## config.mk

```make
export PLATFORM = sky130hd
export DESIGN_NAME = assert_time_stim_gen
export DESIGN_NICKNAME = d
export VERILOG_FILES = /design/src/rtl/assert_time_stim_pkg.sv /design/src/rtl/assert_time_win_cnt.sv /design/src/rtl/assert_time_stim_gen.sv
export SDC_FILE = /design/constraint.sdc
export NUM_CORES = 1
export LEC_CHECK = 0
export ABC_AREA = 1
export CAP_MARGIN = 20
export CELL_PAD_IN_SITES_DETAIL_PLACEMENT = 0
export CELL_PAD_IN_SITES_GLOBAL_PLACEMENT = 1
export CORE_MARGIN = 3
export CORE_UTILIZATION = 25
export CTS_CLUSTER_SIZE = 24
export DETAILED_ROUTE_END_ITERATION = 8
export HOLD_SLACK_MARGIN = 0.08
export PLACE_DENSITY_LB_ADDON = 0.1
export SYNTH_ARGS = -nofsm -noshare
export SYNTH_HDL_FRONTEND = slang
export SYNTH_SLANG_ARGS = --single-unit
```

## constraint.sdc

```tcl
create_clock -name clk -period 4 [get_ports clk]
set_clock_uncertainty 0.05 [all_clocks]
set_input_delay 0.6 -clock clk [delete_from_list [all_inputs] [get_ports clk]]
set_output_delay 0.6 -clock clk [all_outputs]
set_load 0.005 [all_outputs]
```

## src/rtl/assert_time_stim_pkg.sv

```systemverilog
// Shared constants and FSM state type for the time-window stimulus generator.
package assert_time_stim_pkg;
  localparam int OVL_IGNORE_NEW_START   = 0;
  localparam int OVL_RESET_ON_NEW_START = 1;
  localparam int OVL_ERROR_ON_NEW_START = 2;
  localparam int COV_W = 16;

  typedef enum logic [1:0] {
    IDLE   = 2'd0,
    START  = 2'd1,
    WINDOW = 2'd2
  } state_t;
endpackage

```

## src/rtl/assert_time_win_cnt.sv

```systemverilog
// Loadable window down-counter; flags the last window cycle now and next cycle.
module assert_time_win_cnt #(
  parameter int NUM_CKS = 2,
  parameter int CNT_W   = $clog2(NUM_CKS + 1)
) (
  input  logic clk,
  input  logic reset,
  input  logic load,
  input  logic dec,
  output logic last,
  output logic last_nxt
);
  logic [CNT_W-1:0] cnt;
  logic [CNT_W-1:0] cnt_d;

  always_comb begin
    cnt_d = cnt;
    if (load)
      cnt_d = CNT_W'(NUM_CKS);
    else if (dec && cnt != '0)
      cnt_d = cnt - CNT_W'(1);
  end

  always_ff @(posedge clk) begin
    if (reset) cnt <= '0;
    else       cnt <= cnt_d;
  end

  assign last     = (cnt == CNT_W'(1));
  assign last_nxt = (cnt_d == CNT_W'(1));
endmodule

```

## src/rtl/assert_time_stim_gen.sv

```systemverilog
// Stimulus generator for the time-window checker; all outputs registered.
// Optional coverage counters enabled by ASSERT_TIME_STIM_GEN_COVER_EN.
module assert_time_stim_gen
  import assert_time_stim_pkg::*;
#(
  parameter int NUM_CKS             = 2,
  parameter int ACTION_ON_NEW_START = 0,
  parameter int CNT_W               = $clog2(NUM_CKS + 1)
) (
  input  logic             clk,
  input  logic             reset,
  input  logic             req,
  input  logic             inject_err,
  output logic             start_event,
  output logic             test_expr,
  output logic             window,
  output logic             window_close,
  output logic             busy,
  output logic             ignored_start,
  output logic             new_start_err,
  output logic [COV_W-1:0] cov_windows,
  output logic [COV_W-1:0] cov_restarts
);
  state_t state, state_nxt;
  logic   err_flag;
  logic   last, last_nxt;
  logic   new_start, accept, restart_nxt;
  logic   se_nxt, te_nxt, win_nxt, wc_nxt, busy_nxt, ig_nxt, nse_nxt;

  assert_time_win_cnt #(.NUM_CKS(NUM_CKS), .CNT_W(CNT_W)) u_cnt (
    .clk      (clk),
    .reset    (reset),
    .load     (state == START),
    .dec      (state == WINDOW),
    .last     (last),
    .last_nxt (last_nxt)
  );

  always_ff @(posedge clk) begin
    if (reset) begin
      state    <= IDLE;
      err_flag <= 1'b0;
    end else begin
      state <= state_nxt;
      if (accept) err_flag <= inject_err;
    end
  end

  // A req on the closing cycle is a plain back-to-back start, never a new start.
  always_comb begin
    new_start   = req && (state == START || (state == WINDOW && !last));
    restart_nxt = new_start && (ACTION_ON_NEW_START == OVL_RESET_ON_NEW_START);
    accept      = req && (state == IDLE || (state == WINDOW && last) || restart_nxt);
    state_nxt   = state;
    case (state)
      IDLE:    if (req) state_nxt = START;
      START:   state_nxt = restart_nxt ? START : WINDOW;
      WINDOW:  if (last) state_nxt = req ? START : IDLE;
               else if (restart_nxt) state_nxt = START;
      default: state_nxt = IDLE;
    endcase
  end

  always_comb begin
    se_nxt   = (state_nxt == START);
    win_nxt  = (state_nxt == WINDOW) || (se_nxt && restart_nxt);
    wc_nxt   = (state_nxt == WINDOW) && last_nxt;
    te_nxt   = ((state_nxt == WINDOW) && !(err_flag && last_nxt)) || (se_nxt && restart_nxt);
    busy_nxt = (state_nxt != IDLE);
    ig_nxt   = new_start && (ACTION_ON_NEW_START == OVL_IGNORE_NEW_START);
    nse_nxt  = new_start && (ACTION_ON_NEW_START == OVL_ERROR_ON_NEW_START);
  end

  always_ff @(posedge clk) begin
    if (reset) begin
      start_event   <= 1'b0;
      test_expr     <= 1'b0;
      window        <= 1'b0;
      window_close  <= 1'b0;
      busy          <= 1'b0;
      ignored_start <= 1'b0;
      new_start_err <= 1'b0;
    end else begin
      start_event   <= se_nxt;
      test_expr     <= te_nxt;
      window        <= win_nxt;
      window_close  <= wc_nxt;
      busy          <= busy_nxt;
      ignored_start <= ig_nxt;
      new_start_err <= nse_nxt;
    end
  end

`ifdef ASSERT_TIME_STIM_GEN_COVER_EN
  always_ff @(posedge clk) begin
    if (reset) begin
      cov_windows  <= '0;
      cov_restarts <= '0;
    end else begin
      if (wc_nxt && cov_windows != '1)       cov_windows  <= cov_windows + COV_W'(1);
      if (restart_nxt && cov_restarts != '1) cov_restarts <= cov_restarts + COV_W'(1);
    end
  end
`else
  assign cov_windows  = '0;
  assign cov_restarts = '0;
`endif
endmodule

```

==> flow_summary_export.csv, run 1 <==
group,metric,value,unit
outcome,outcome,"complete, no violations",
synthesis,seq_area_frac_synth,33.08,%
critical_path,path_cells,"clkdlybuf4s50_1",
critical_path,worstSetupPathDepth,1,
clock_tree,postCtsSetupRepairBufs,0,
synthesis,syn_inst,85,
critical_path,end_kind,"output port",
routing,dr.first_iter.drc_count,4,
clock_tree,clock_path_buffers,2,
placement,port_buffers,9,
cells_and_area,diodes,0,
floorplan,dieArea,0.003318,mm^2
floorplan,dieWidth,57.60,um
synthesis,ys_ff_latch,11,
global_route,grt_overflow,0,
flow_run,cap_violations,0,
routing,routedWlPerCell,7.457,um
floorplan,ios,43,
timing,slew_violations,0,
floorplan,start_util,26.63,%
power,vdd_drop_max,0.1294,mV
critical_path,r2r-start,"u_cnt.cnt[0]",
critical_path,cpPeakStageDelay,0.49,ns
placement,dp_hpwl,805.7,um
critical_path,critPathArrivalTime,1.06,ns
critical_path,slowest_stage,"clkdlybuf4s50_1",
critical_path,crit_family,"buffers and inverters",
routing,num_vias,417,
synthesis,yosysTopAreaCell,"buf_4",
routing,detail_route.first_pass.iterations,4,
synthesis,syn_avg_cell_area,7.831,um^2
placement,gp_congestion,0.6785,
timing,fin_crit_sh,42.86,%
timing,fin_tns_setup,0,ns
synthesis,synth-edff-count,0,
timing,period_needed,1.715,ns
synthesis,synth_most_common_cell,"buf_4",
hold_path,min_path_type,"flop to flop",
critical_path,reg2reg_slack,2.64,ns
timing,grt_setup_unrepaired,"no",
timing,setup_violations,0,
clock_tree,clk_latency,0.26,ns
global_route,grt_max_degree,7,
clock_tree,ctsRootBufferMaster,"clkbuf_4",
clock_tree,cts_tree,"done",
timing,clock.fmax,583.3,MHz
power,power_leakage,0.0003680,uW
cells_and_area,syn2layout_area_growth,3.947,%
critical_path,crit_start,"start_event",
floorplan,core,0.002500,mm^2
critical_path,critPathKind,"flop to output port",
clock_tree,cts_buffers,3,
synthesis,synth_area_leaders,"buf_4 (37%), dfxtp_1 (33%), inv_1 (5.6%), nand2_1 (4.5%), ha_1 (3.8%)",
global_route,antenna_found_initial,0,
clock_tree,h-tree-depth,1,
critical_path,worstPathMaxFanout,1,
synthesis,yosys_most_used_dff,"dfxtp_1",
global_route,grt_use_total,5.617,%
synthesis,async_flop_share,0,%
global_route,grt_first_pass_wirelength,1352,um
routing,wl,947,um
clock_tree,clock-sinks,11,
clock_tree,clk_pin_slew_worst_paths,0.07,ns
critical_path,worst-path-buf-inv,1,
critical_path,critPathRequiredTime,3.35,ns
routing,antenna_left,0,
synthesis,ys_types,15,
routing,vias_per_cell,3.283,
clock_tree,cts_hold_buf,0,
cells_and_area,final_core_util,27.68,%
synthesis,yosys_warnings,0,
floorplan,rows,18,
cells_and_area,final_nets,104,
routing,drc,0,
power,power.density,336.5,mW/mm^2
critical_path,crit_end,"start_event",
critical_path,critPathLaunchType,"flop",
floorplan,die_h,57.60,um
critical_path,r2r-end,"test_expr",
synthesis,synth_top_area_share,37.22,%
clock_tree,cts-resized-gates,0,
synthesis,synth_common_cells,"buf_4 (33), dfxtp_1 (11), inv_1 (10), nand2_1 (8), nor2_1 (6)",
synthesis,netlist_area,665.6,um^2
global_route,first_global_vias,345,
critical_path,reg2reg_depth,10,
timing,hold_violations,0,
cells_and_area,drive_above_1_share,8.247,%
## per-stage QoR
| stage | setup WS, ns | cell area [um^2] | hold slack [ns] | cells | total power (uW) |
|---|---|---|---|---|---|
| finish | 2.286 | 691.9 | 0.4345 | 127 | 232.9 |
| global route | 2.232 | 691.9 | 0.4597 | 127 | 250.2 |
| CTS | 2.260 | 691.9 | 0.4362 | 127 | 239.8 |
| detailed placement | 2.225 | 665.6 | 0.4264 | 123 | 162.1 |
| global placement | 2.233 | 665.6 | 0.4152 | 123 | 162.4 |
| floorplan | 2.752 | 785.8 | 0.3847 | 117 | 169.5 |
## final cells by class
cell class / instances / area [um^2]
clock buffer: 4 / 26.28
fill: 288 / 1808
inverter: 11 / 42.54
multi-input combinational: 62 / 275.3
sequential: 11 / 220.2
tap: 30 / 37.54
timing repair buffer: 9 / 90.09
## placed cells by master (no fill, tap or decap)
master	synthesis	layout
clkbuf_4	0	3
nor2_1	6	6
nor2_2	2	2
inv_1	10	10
a21oi_1	2	2
nand4_1	1	1
clkdlybuf4s50_1	0	9
clkbuf_1	0	1
a21oi_2	1	1
ha_1	2	2
nand2_2	1	1
dfxtp_1	11	11
nand2_1	8	8
clkinv_2	1	1
conb_1	1	33
nand3_1	4	4
o21ai_0	2	2
## kinds of logic (layout without fill, tap and decap cells)
group           Yosys count  count (layout)  synth area share [%]
buf+inv                  44              24                 43.61
flops                    11              11                 33.08
compound gates            5               5                 4.324
fa+ha+maj                 2               2                 3.759
simple gates             22              22                 14.66
other cells               1              33                0.5634
## power breakdown
group | internal [uW] | switching [uW]
clock network | 38.5 | 34.9
logic | 15.7 | 22.9
registers | 117 | 3.90
total | 171 | 61.7
## worst min path at each step
stage                to     start  slack, ns  cells after the start
6_report       err_flag  err_flag       0.43                      2
5_1_grt        err_flag  err_flag       0.46                      2
4_1_cts        err_flag  err_flag       0.44                      2
3_5_place_dp   err_flag  err_flag       0.43                      2
3_3_place_gp   err_flag  err_flag       0.42                      2
2_1_floorplan  err_flag  err_flag       0.38                      2
## routing by layer
| layer | track usage [%] | up-vias | share of wire [%] |
|---|---|---|---|
| met2 | 8.710 | 20 | 52 |
| li1 | - | 214 | - |
| met1 | 5.915 | 183 | 39 |
| met3 | 2.036 | 0 | 8.6 |
| met4 | 4.967 | 0 | 0 |
| met5 | 0 | - | 0 |
## state kept, by name (all words and copies together), names as in the netlist
| register | count |
|---|---|
| start_event | 1 |
| ignored_start | 1 |
| err_flag | 1 |
| test_expr | 1 |
| busy | 1 |
| state | 2 |
| window | 1 |
| u_cnt.cnt | 2 |
| window_close | 1 |
No activity file was read; power rests on OpenSTA's default activity.
==> run 2: changes to the inputs <==
--- a/config.mk
+++ b/config.mk
@@ -10,7 +10,7 @@
 export CELL_PAD_IN_SITES_DETAIL_PLACEMENT = 0
 export CELL_PAD_IN_SITES_GLOBAL_PLACEMENT = 1
 export CORE_MARGIN = 3
-export CORE_UTILIZATION = 25
+export CORE_UTILIZATION = 21
 export CTS_CLUSTER_SIZE = 24
 export DETAILED_ROUTE_END_ITERATION = 8
 export HOLD_SLACK_MARGIN = 0.08
==> constraint.sdc (replaced) <==
create_clock -name clk -period 1.39 [get_ports clk]
set_clock_uncertainty 0.05 [all_clocks]
set_input_delay 0.2085 -clock clk [delete_from_list [all_inputs] [get_ports clk]]
set_output_delay 0.2085 -clock clk [all_outputs]
set_load 0.005 [all_outputs]
==> flow_summary_export.csv, run 2 (synthesis gave the netlist of run 1 again) <==
group,metric,value,unit
flow_run,cap_violations,0,
timing,fin_tns_setup,0,ns
power,power.density,914.1,mW/mm^2
floorplan,ios,43,
critical_path,worstPathMaxFanout,1,
routing,detail_route.first_pass.iterations,4,
critical_path,path_cells,"clkdlybuf4s50_1",
clock_tree,clk_latency,0.26,ns
clock_tree,clock_path_buffers,2,
clock_tree,clk_pin_slew_worst_paths,0.07,ns
floorplan,rows,19,
placement,gp_congestion,0.7125,
power,vdd_drop_max,0.3521,mV
timing,clock.fmax,756.6,MHz
routing,vias_per_cell,3.035,
critical_path,end_kind,"output port",
critical_path,cpPeakStageDelay,0.49,ns
critical_path,worst-path-buf-inv,1,
global_route,antenna_found_initial,0,
timing,setup_violations,0,
routing,num_vias,431,
placement,dp_hpwl,863.8,um
routing,drc,0,
cells_and_area,final_nets,107,
cells_and_area,final_core_util,26.40,%
cells_and_area,biggestRegsByFlops,"state: 2 flops, u_cnt.cnt: 2 flops",
power,power_leakage,0.0003810,uW
global_route,grt_first_pass_wirelength,1552,um
critical_path,critPathLaunchType,"flop",
timing,hold_violations,0,
clock_tree,cts_buffers,3,
cells_and_area,final_cell_mix,"conb_1 (33), inv_1 (9), dfxtp_1 (9), clkdlybuf4s50_1 (9)",
critical_path,critPathArrivalTime,1.06,ns
clock_tree,h-tree-depth,1,
hold_path,min_path_type,"flop to flop",
critical_path,slowest_stage,"clkdlybuf4s50_1",
global_route,first_global_vias,372,
routing,dr.first_iter.drc_count,8,
floorplan,core,0.002877,mm^2
global_route,grt_use_total,5.136,%
floorplan,die_h,62.30,um
clock_tree,ctsRootBufferMaster,"clkbuf_4",
cells_and_area,drive_above_1_share,21.00,%
cells_and_area,syn2layout_area_growth,14.10,%
cells_and_area,fillers,327,
critical_path,critPathRequiredTime,1.13,ns
timing,period_needed,1.322,ns
critical_path,crit_family,"buffers and inverters",
routing,routedWlPerCell,7.831,um
floorplan,dieWidth,62.30,um
timing,fin_crit_sh,95.09,%
clock_tree,clock-sinks,11,
floorplan,start_util,23.14,%
clock_tree,cts_tree,"done",
floorplan,dieArea,0.003881,mm^2
critical_path,critPathKind,"flop to output port",
placement,port_buffers,9,
routing,wl,1112,um
global_route,grt_overflow,0,
routing,antenna_left,0,
cells_and_area,diodes,0,
timing,slew_violations,0,
cells_and_area,layout_commonest_cell,"conb_1",
global_route,grt_max_degree,7,
outcome,outcome,"complete, no violations",
-- run 2: per-stage QoR --
stage	std cells	hold WS [ns]	area, um^2	setup WS, ns	total power, uW
5_1_grt	142	0.4495	759.5	-0.01329	738.4
6_report	142	0.4158	759.5	0.06828	694.2
4_1_cts	141	0.4210	721.9	0.02573	690.4
3_5_place_dp	137	0.4091	695.7	0.04569	470.5
2_1_floorplan	117	0.2276	785.8	0.1420	487.8
3_3_place_gp	137	0.4088	695.7	0.01765	471.9
-- run 2: timing repair --
action,CTS,global route
endpoints found under the setup margin,0,3
gates resized for setup,0,11
buffers inserted,0,1
hold buffers,0,0
-- run 2: path summary, 6_finish.rpt --
kind         slack [ns]           from  depth (start not counted)            end
max                0.07  ignored_start                          1  ignored_start
min                0.42       err_flag                          2       err_flag
max reg2reg        0.10   u_cnt.cnt[1]                         10      test_expr
min reg2reg        0.42       err_flag                          2       err_flag
-- run 2: power breakdown --
group	switching [uW]	internal (uW)
Combinational	76.2	55.0
Sequential	12.2	337
Clock	103	111
Total	191	503
-- run 2: area by class of cell --
class / count / area [um^2] / share of cell area, %
clock buffers: 4 / 26.28 / 3.460
multi-input cells: 62 / 302.8 / 39.87
flip-flops and latches: 11 / 222.7 / 29.32
inverters: 11 / 42.54 / 5.601
repair buffers: 12 / 112.6 / 14.83
well taps: 42 / 52.55 / 6.919
-- run 2: per-layer routing --
layer	up-vias	wire, um	track usage, %
met5	-	0	0
met4	0	22	4.959
met3	2	117	1.261
met2	28	572	7.796
met1	180	400	5.799
li1	221	-	-
